===== config.mk =====
export PLATFORM = sky130hd
export DESIGN_NAME = lfsr_gen
export DESIGN_NICKNAME = d
export VERILOG_FILES = /design/src/rtl/lfsr_gen_pkg.sv /design/src/rtl/lfsr_step.sv /design/src/rtl/lfsr_gen.sv
export SDC_FILE = /design/constraint.sdc
export NUM_CORES = 1
export LEC_CHECK = 0
export ABC_AREA = 1
export CAP_MARGIN = 20
export CORE_ASPECT_RATIO = 2
export CORE_MARGIN = 5
export CORE_UTILIZATION = 55
export CTS_BUF_LIST = sky130_fd_sc_hd__clkbuf_4 sky130_fd_sc_hd__clkbuf_8
export CTS_CLUSTER_SIZE = 8
export DETAILED_ROUTE_END_ITERATION = 12
export PLACE_DENSITY_LB_ADDON = 0.1
export SLEW_MARGIN = 20
export SYNTH_ARGS = -nofsm -noshare
export SYNTH_HDL_FRONTEND = slang
export SYNTH_SLANG_ARGS = --single-unit

===== constraint.sdc =====
create_clock -name clk -period 2.9 [get_ports clk]
set_input_delay 0.725 -clock clk [delete_from_list [all_inputs] [get_ports clk]]
set_output_delay 0.725 -clock clk [all_outputs]
set_load 0.02 [all_outputs]

===== src/rtl/lfsr_gen_pkg.sv =====
// Shared definitions for the LFSR generator: parameter limits, the
// update-kind encoding and a table of maximal-length feedback masks.
package lfsr_gen_pkg;

    localparam int unsigned LFSR_WIDTH_MIN = 3;
    localparam int unsigned LFSR_WIDTH_MAX = 32;
    localparam int unsigned LFSR_STEPS_MIN = 1;

    typedef enum logic [1:0] {
        UPD_HOLD = 2'd0,
        UPD_LOAD = 2'd1,
        UPD_ADV  = 2'd2
    } upd_e;

    // Bit i of the mask means state bit i feeds the XOR (tap n -> bit n-1).
    function automatic logic [31:0] lfsr_default_taps(input int unsigned w);
        logic [31:0] t;
        case (w)
            3:       t = 32'h0000_0006;
            4:       t = 32'h0000_000C;
            5:       t = 32'h0000_0014;
            6:       t = 32'h0000_0030;
            7:       t = 32'h0000_0060;
            8:       t = 32'h0000_00B8;
            9:       t = 32'h0000_0110;
            10:      t = 32'h0000_0240;
            11:      t = 32'h0000_0500;
            12:      t = 32'h0000_0829;
            13:      t = 32'h0000_100D;
            14:      t = 32'h0000_2015;
            15:      t = 32'h0000_6000;
            16:      t = 32'h0000_D008;
            17:      t = 32'h0001_2000;
            18:      t = 32'h0002_0400;
            19:      t = 32'h0004_0023;
            20:      t = 32'h0009_0000;
            21:      t = 32'h0014_0000;
            22:      t = 32'h0030_0000;
            23:      t = 32'h0042_0000;
            24:      t = 32'h00E1_0000;
            25:      t = 32'h0120_0000;
            26:      t = 32'h0200_0023;
            27:      t = 32'h0400_0013;
            28:      t = 32'h0900_0000;
            29:      t = 32'h1400_0000;
            30:      t = 32'h2000_0029;
            31:      t = 32'h4800_0000;
            32:      t = 32'h8020_0003;
            default: t = 32'h0000_0000;
        endcase
        return t;
    endfunction

endpackage


===== src/rtl/lfsr_step.sv =====
// One Fibonacci shift: feedback is the parity of the tapped bits, shifted in at bit 0.
module lfsr_step
    import lfsr_gen_pkg::*;
#(
    parameter int unsigned      WIDTH = 8,
    parameter logic [WIDTH-1:0] TAPS  = WIDTH'(lfsr_default_taps(WIDTH))
)(
    input  logic [WIDTH-1:0] i_state,
    output logic [WIDTH-1:0] o_state
);

    logic w_fb;

    assign w_fb    = ^(i_state & TAPS);
    assign o_state = {i_state[WIDTH-2:0], w_fb};

endmodule


===== src/rtl/lfsr_gen.sv =====
// Loadable Fibonacci LFSR with multi-step advance, lock-up guard,
// wrap/period tracking against the last written reference, and target match.
module lfsr_gen
    import lfsr_gen_pkg::*;
#(
    parameter int unsigned      WIDTH = 8,
    parameter logic [WIDTH-1:0] TAPS  = WIDTH'(lfsr_default_taps(WIDTH)),
    parameter logic [WIDTH-1:0] SEED  = WIDTH'(1),
    parameter int unsigned      STEPS = 1
)(
    input  logic             clk,
    input  logic             rst_n,
    input  logic             load,
    input  logic [WIDTH-1:0] seed_in,
    input  logic             cen,
    input  logic [WIDTH-1:0] target,
    output logic [WIDTH-1:0] count,
    output logic [WIDTH-1:0] steps,
    output logic [WIDTH-1:0] period,
    output logic             wrap,
    output logic             lockup,
    output logic             match
);

    generate
        if (WIDTH < LFSR_WIDTH_MIN || WIDTH > LFSR_WIDTH_MAX) begin : g_bad_width
            $error("lfsr_gen: WIDTH must be within 3..32");
        end
        if (STEPS < LFSR_STEPS_MIN || STEPS > WIDTH) begin : g_bad_steps
            $error("lfsr_gen: STEPS must be within 1..WIDTH");
        end
        if (TAPS == '0) begin : g_bad_taps
            $error("lfsr_gen: TAPS must be non-zero");
        end
        if (SEED == '0) begin : g_bad_seed
            $error("lfsr_gen: SEED must be non-zero");
        end
    endgenerate

    logic [WIDTH-1:0] r_count;
    logic [WIDTH-1:0] r_ref;
    logic [WIDTH-1:0] r_steps;
    logic [WIDTH-1:0] r_period;
    logic             r_wrap;
    logic             r_lockup;

    logic [WIDTH-1:0] w_chain [STEPS+1];
    logic [WIDTH-1:0] w_nxt;
    logic             w_nxt_zero;
    logic [WIDTH-1:0] w_adv_val;
    logic             w_seed_zero;
    logic [WIDTH-1:0] w_load_val;
    logic [WIDTH-1:0] w_steps_inc;
    logic             w_adv_wrap;
    upd_e             w_upd;

    assign w_chain[0] = r_count;

    for (genvar gi = 0; gi < STEPS; gi++) begin : g_step
        lfsr_step #(
            .WIDTH (WIDTH),
            .TAPS  (TAPS)
        ) u_step (
            .i_state (w_chain[gi]),
            .o_state (w_chain[gi+1])
        );
    end

    assign w_nxt       = w_chain[STEPS];
    assign w_nxt_zero  = (w_nxt == '0);
    assign w_adv_val   = w_nxt_zero ? SEED : w_nxt;
    assign w_seed_zero = (seed_in == '0);
    assign w_load_val  = w_seed_zero ? SEED : seed_in;
    // Also serves as the new period on a wrap, since period = steps + 1.
    assign w_steps_inc = (&r_steps) ? r_steps : r_steps + 1'b1;
    assign w_adv_wrap  = (w_adv_val == r_ref);

    always_comb begin
        w_upd = UPD_HOLD;
        if (load) begin
            w_upd = UPD_LOAD;
        end else if (cen) begin
            w_upd = UPD_ADV;
        end
    end

    always_ff @(posedge clk or negedge rst_n) begin
        if (!rst_n) begin
            r_count  <= SEED;
            r_ref    <= SEED;
            r_steps  <= '0;
            r_period <= '0;
            r_wrap   <= 1'b0;
            r_lockup <= 1'b0;
        end else begin
            r_wrap   <= 1'b0;
            r_lockup <= 1'b0;
            case (w_upd)
                UPD_LOAD: begin
                    r_count  <= w_load_val;
                    r_ref    <= w_load_val;
                    r_steps  <= '0;
                    r_lockup <= w_seed_zero;
                end
                UPD_ADV: begin
                    r_count  <= w_adv_val;
                    r_lockup <= w_nxt_zero;
                    if (w_adv_wrap) begin
                        r_wrap   <= 1'b1;
                        r_period <= w_steps_inc;
                        r_steps  <= '0;
                    end else begin
                        r_steps  <= w_steps_inc;
                    end
                end
                default: begin
                end
            endcase
        end
    end

    assign count  = r_count;
    assign steps  = r_steps;
    assign period = r_period;
    assign wrap   = r_wrap;
    assign lockup = r_lockup;
    assign match  = (r_count == target);

endmodule


# Word-level counts from Yosys, hierarchy flattened
# Index checks and enable logic that the tools add are counted.
# totals
rom_bits	0
in_bits	20
reg_bits	34
latch_bits	0
word_cells	28
mem_bits_rw	0
out_inout_bits	27
n_memories	0
# op_classes
addsub	1
n_lt_le_gt_ge	0
reduce_logical	6
shift	0
muxes	11
div_mod_pow	0
bitwise_logic	0
eq_ne	4
n_mul	0
# ops
cell	count
2-to-1 mux 8 bit	4
case mux 8 bit (2 select lines)	2
== test 8 bit	2
logical NOT 8 bit	2
adder 8 x 1 -> 8 bit, second input constant	1
AND reduction 8 bit	1
parity 8 bit	1
2-to-1 mux 2 bit	2
== test 2 x 1 -> 1 bit, second input constant	1
== test 2 bit, second input constant	1
2-to-1 mux 1 bit	2
case mux 1 bit (2 select lines)	1
AND reduction 2 bit	1
nonzero test 2 bit	1

# Longest topological paths before layout
# logic_depth
depth_word	6
ltp_mapped	11
depth_no_buf	10

# By module
# A second synthesis with hierarchy kept.
# unflattened
cells_unflattened	252
hier_area_um2	1938.1
# by_module_without_submodules
mod	seq_area_each_um2	cells_each	n_inst	area_each_um2
lfsr_gen	853.3	229	1	1814.2
lfsr_step	0.0	23	1	123.9

# Least setup slack after synthesis
# OpenSTA, ideal clock, no wires.
# synth_timing
path_kind	input port to output port
start	input target[4]
end	output match
path_stages	3
setup_slack_ns	0.929
arrival_time_ns	1.246
n_path_buf	0
t_required_ns	2.175
path_cell_list	xnor2_1 > nand4_1 > nor2_1
# synth_between
elab_chain_len	1
# synth_rtl
element	line_no	source
from (decl)	lfsr_gen.sv:16	input logic [WIDTH-1:0] target,
== test 8 bit	lfsr_gen.sv:127	assign match = (r_count == target);
to (decl)	lfsr_gen.sv:22	output logic match
# No other way between the ends.

# Worst setup path in the final report
# layout_timing
start	input target[1]
end	output match
# Same word-level chain as after synthesis.

==> results.yml <==
place:
  place.gp.congestion: 0.887
  dp_hpwl_um: 3850
  numPortBuffers: 46
logic_synthesis:
  syn_area_per_cell_um2: 8.04
  ys_async_sr_fraction_pct: 100
  ys_warn_count: 0
  synth_cells: 241
  syn_nets: 262
  ys.flop_type: "dfrtp_1"
  synth_edf_count: 0
  yosysSeqAreaShare_pct: 44.1
  synth_cell_types: 28
  ys_seq_elements: 34
  syn_area_um2: 1940
  synth_top_area_share_pct: 41.3
  yosys.area.top_type: "dfrtp_1"
  synth_area_leaders: "dfrtp_1 (41%), nand2_1 (18%), xnor2_1 (5.4%)"
worst_setup_path:
  required_ns: 2.17
  ff2ff_path_depth: 7
  endpoint: "match"
  worst_path_largest_cell_delay_ns: 0.48
  crit_path_cell_trace: "clkdlybuf4s50_1 -> xnor2_1 -> nand4_1 -> nor2_1 -> dlygate4sd2_1"
  worst_path_dominant_cell_family: "buffers and inverters"
  ff2ff_setup_slack_ns: 1.18
  r2r-start: "steps[0]"
  path_class: "input pin to primary output"
  path_depth: 5
  worstPathArrival_ns: 1.98
  crit_slowest_cell: "clkdlybuf4s50_1"
  start_kind: "input pin"
  timing.rr.end: "period[2]"
  crit_path_end_kind: "primary output"
  crit_fanout: 1
  critPathLaunch: "target[1]"
  cp_num_buf_inv: 2
grt:
  grt_pass1_vias: 1819
  track_usage_pct: 23.9
  overflow: 0
  antenna_found_initial: 0
  grt_pass1_wl_um: 8510
  grt_max_degree: 35
route:
  drt_iter0_drc: 32
  vias_per_cell: 5.16
  vias: 1764
  route.detailed.drc: 0
  drt_wl_total_um: 4980
  wl_met3_um: 215
  wl_met2_um: 2770
  wl_met1_um: 1750
  drt_first_pass_iters: 4
  dr.max_layer_used: "met4"
  wl_per_cell_um: 14.5
  antenna_left: 0
timing:
  tightest_slew_ns: 0.437
  maxSlewHeadroom_pct: 70.9
  slew_violations: 0
  setup_violations: 0
  rsz0062_at_grt: "false"
  hold_viol: 0
  tns_ns: 0
  finalCritPeriodShare_pct: 93.3
  clock_skew_ns: 0.00663
  max_freq_mhz: 370
  min_period_ns: 2.71
power:
  p_int_mw: 0.827
  clkPwrFrac_pct: 31.0
  p_leak_nw: 1.23
  power_density_nw_per_um2: 466
  netSwitchingPower_mw: 0.358
  power_mw: 1.19
  pwr-share-seq_pct: 45.8
  peakVddDrop_uv: 465
  p_comb_share_pct: 23.2
  switching_share_pct: 30.2
final_layout:
  area_delta_synth_final_pct: 31.2
  seqCellArea_um2: 853
  multiInputGateArea_um2: 953
  n_fill_cell: 276
  fin_nets: 314
  drive_gt1_share_pct: 12.9
  diodes: 0
cts:
  numClockSinks: 34
  htreeDepth: 2
  cts_setup_buffers: 0
  cts_tree: "built"
  cts_buffers: 5
  clk_path_buf_depth: 2
  clk_pin_slew_ns: 0.07
  cts_root_buf: "clkbuf_8"
  insertion_delay_ns: 0.29
floorplan:
  start_util_pct: 56.7
  coreArea_um2: 3420
  die_h_um: 93.9
  rows: 30
  die_area_um2: 4880
  num_io_pins: 47
  die_x_um: 52.0
flow_run:
  drv_cap: 0
hold_path:
  hold_class: "flip-flop to flip-flop"
status:
  status: "finished, final reports clean"
-- power by group through the flow --
stage	sequential, mW	clock, mW	combinational (mW)
after floorplan	0.561	0	0.155
after global placement	0.551	0	0.272
after detailed placement	0.552	0	0.276
after CTS	0.543	0.372	0.278
after global routing	0.546	0.395	0.305
final	0.543	0.367	0.275
-- registers in the layout (all words and copies together) (netlist names) --
register and count:
count 8, period 8, r_ref 8, steps 8, lockup 1, wrap 1
-- tightest hold or removal path, delay by kind of cell, from the launching register on --
kind	cells	cell delay (ns)
DFF	1	0.34
and+or+nand+nor	2	0.09
-- cell type report --
type                       instances  area share (%)
multi-input combinational        181            37.5
clock buffer                       7            3.55
tap                               48            2.36
timing repair buffer              53            20.1
sequential                        34            33.6
inverter                          18            2.66
clock inverter                     1           0.197
-- through the flow --
step / std cells / utilization (%) / setup slack, ns / hold WS [ns] / area [um2]
floorplan: 241 / - / 0.929 / 0.429 / 1940
global placement: 334 / 71.6 / -0.0636 / 0.454 / 2450
detailed placement: 334 / 71.6 / -0.0771 / 0.457 / 2450
CTS: 342 / 74.4 / 0.191 / 0.474 / 2540
global route: 342 / 74.4 / 0.0842 / 0.500 / 2540
finish: 342 / 74.4 / 0.194 / 0.470 / 2540
-- timing repair --
item / 4_1_cts / 5_1_grt
setup endpoints to repair: 1 / 0
gates resized for setup: 1 / 0
hold buffers: 0 / 0
-- cells in the final DEF (no fill, tap or decap) --
| cell type | Yosys | final |
|---|---|---|
| nand2_1 | 91 | 91 |
| clkdlybuf4s50_1 | 0 | 45 |
| dfrtp_1 | 32 | 32 |
| nand3_1 | 16 | 16 |
| inv_1 | 14 | 14 |
| nor2_1 | 13 | 13 |
| xnor2_1 | 12 | 12 |
| nand4_1 | 12 | 12 |
| buf_4 | 0 | 7 |
| nand2_2 | 6 | 6 |
| clkbuf_8 | 0 | 6 |
| xor2_1 | 5 | 5 |
| inv_2 | 4 | 4 |
| o211ai_1 | 4 | 4 |
| o21ai_0 | 3 | 3 |
| nor2_2 | 2 | 2 |
| nand3_4 | 2 | 2 |
| nor2_4 | 2 | 2 |
| o21ai_1 | 2 | 2 |
| nand2_4 | 2 | 2 |
| nand3_2 | 2 | 2 |
| a21oi_1 | 2 | 2 |
| dfstp_2 | 2 | 2 |
| nor3_1 | 1 | 1 |
| o32ai_1 | 1 | 1 |
| nor3_2 | 1 | 1 |
| nand3b_1 | 1 | 1 |
| ha_1 | 1 | 1 |
| clkinv_2 | 0 | 1 |
| clkbuf_4 | 0 | 1 |
| dlygate4sd2_1 | 0 | 1 |
-- Yosys cell counts (3+ instances only) --
cell       n
o211ai_1   4
inv_1     14
buf_6      4
nand4_1   12
nand2_1   91
nor2_1    13
o21ai_0    3
dfrtp_1   32
nand2_2    6
xnor2_1   12
nand3_1   16
xor2_1     5
inv_2      4
-- layer usage --
metal	global-route usage, %	vias up
li1	-	875
met1	24.4	816
met2	43.0	55
met3	3.50	18
met4	15.1	0
met5	0	-
-- worst min path at each step --
stage	to	cells past startpoint	startpoint	slack, ns
floorplan	count[1]	0	rst_n	0.43
global placement	period[0]	2	period[0]	0.45
detailed placement	period[6]	2	period[6]	0.46
CTS	period[6]	2	period[6]	0.47
global route	period[7]	2	period[7]	0.50
finish	period[0]	2	period[0]	0.47
-- cell families after synthesis --
| family | after synthesis | synth area share, % |
|---|---|---|
| AND/OR/NAND/NOR | 151 | 37.1 |
| buffers and inverters | 26 | 6.72 |
| AO/OA/AOI/OAI | 12 | 3.81 |
| adder cells (fa/ha/maj) | 1 | 0.646 |
| XOR/XNOR | 17 | 7.69 |
| flip-flops | 34 | 44.1 |
Power figures use the tool's default switching activity.
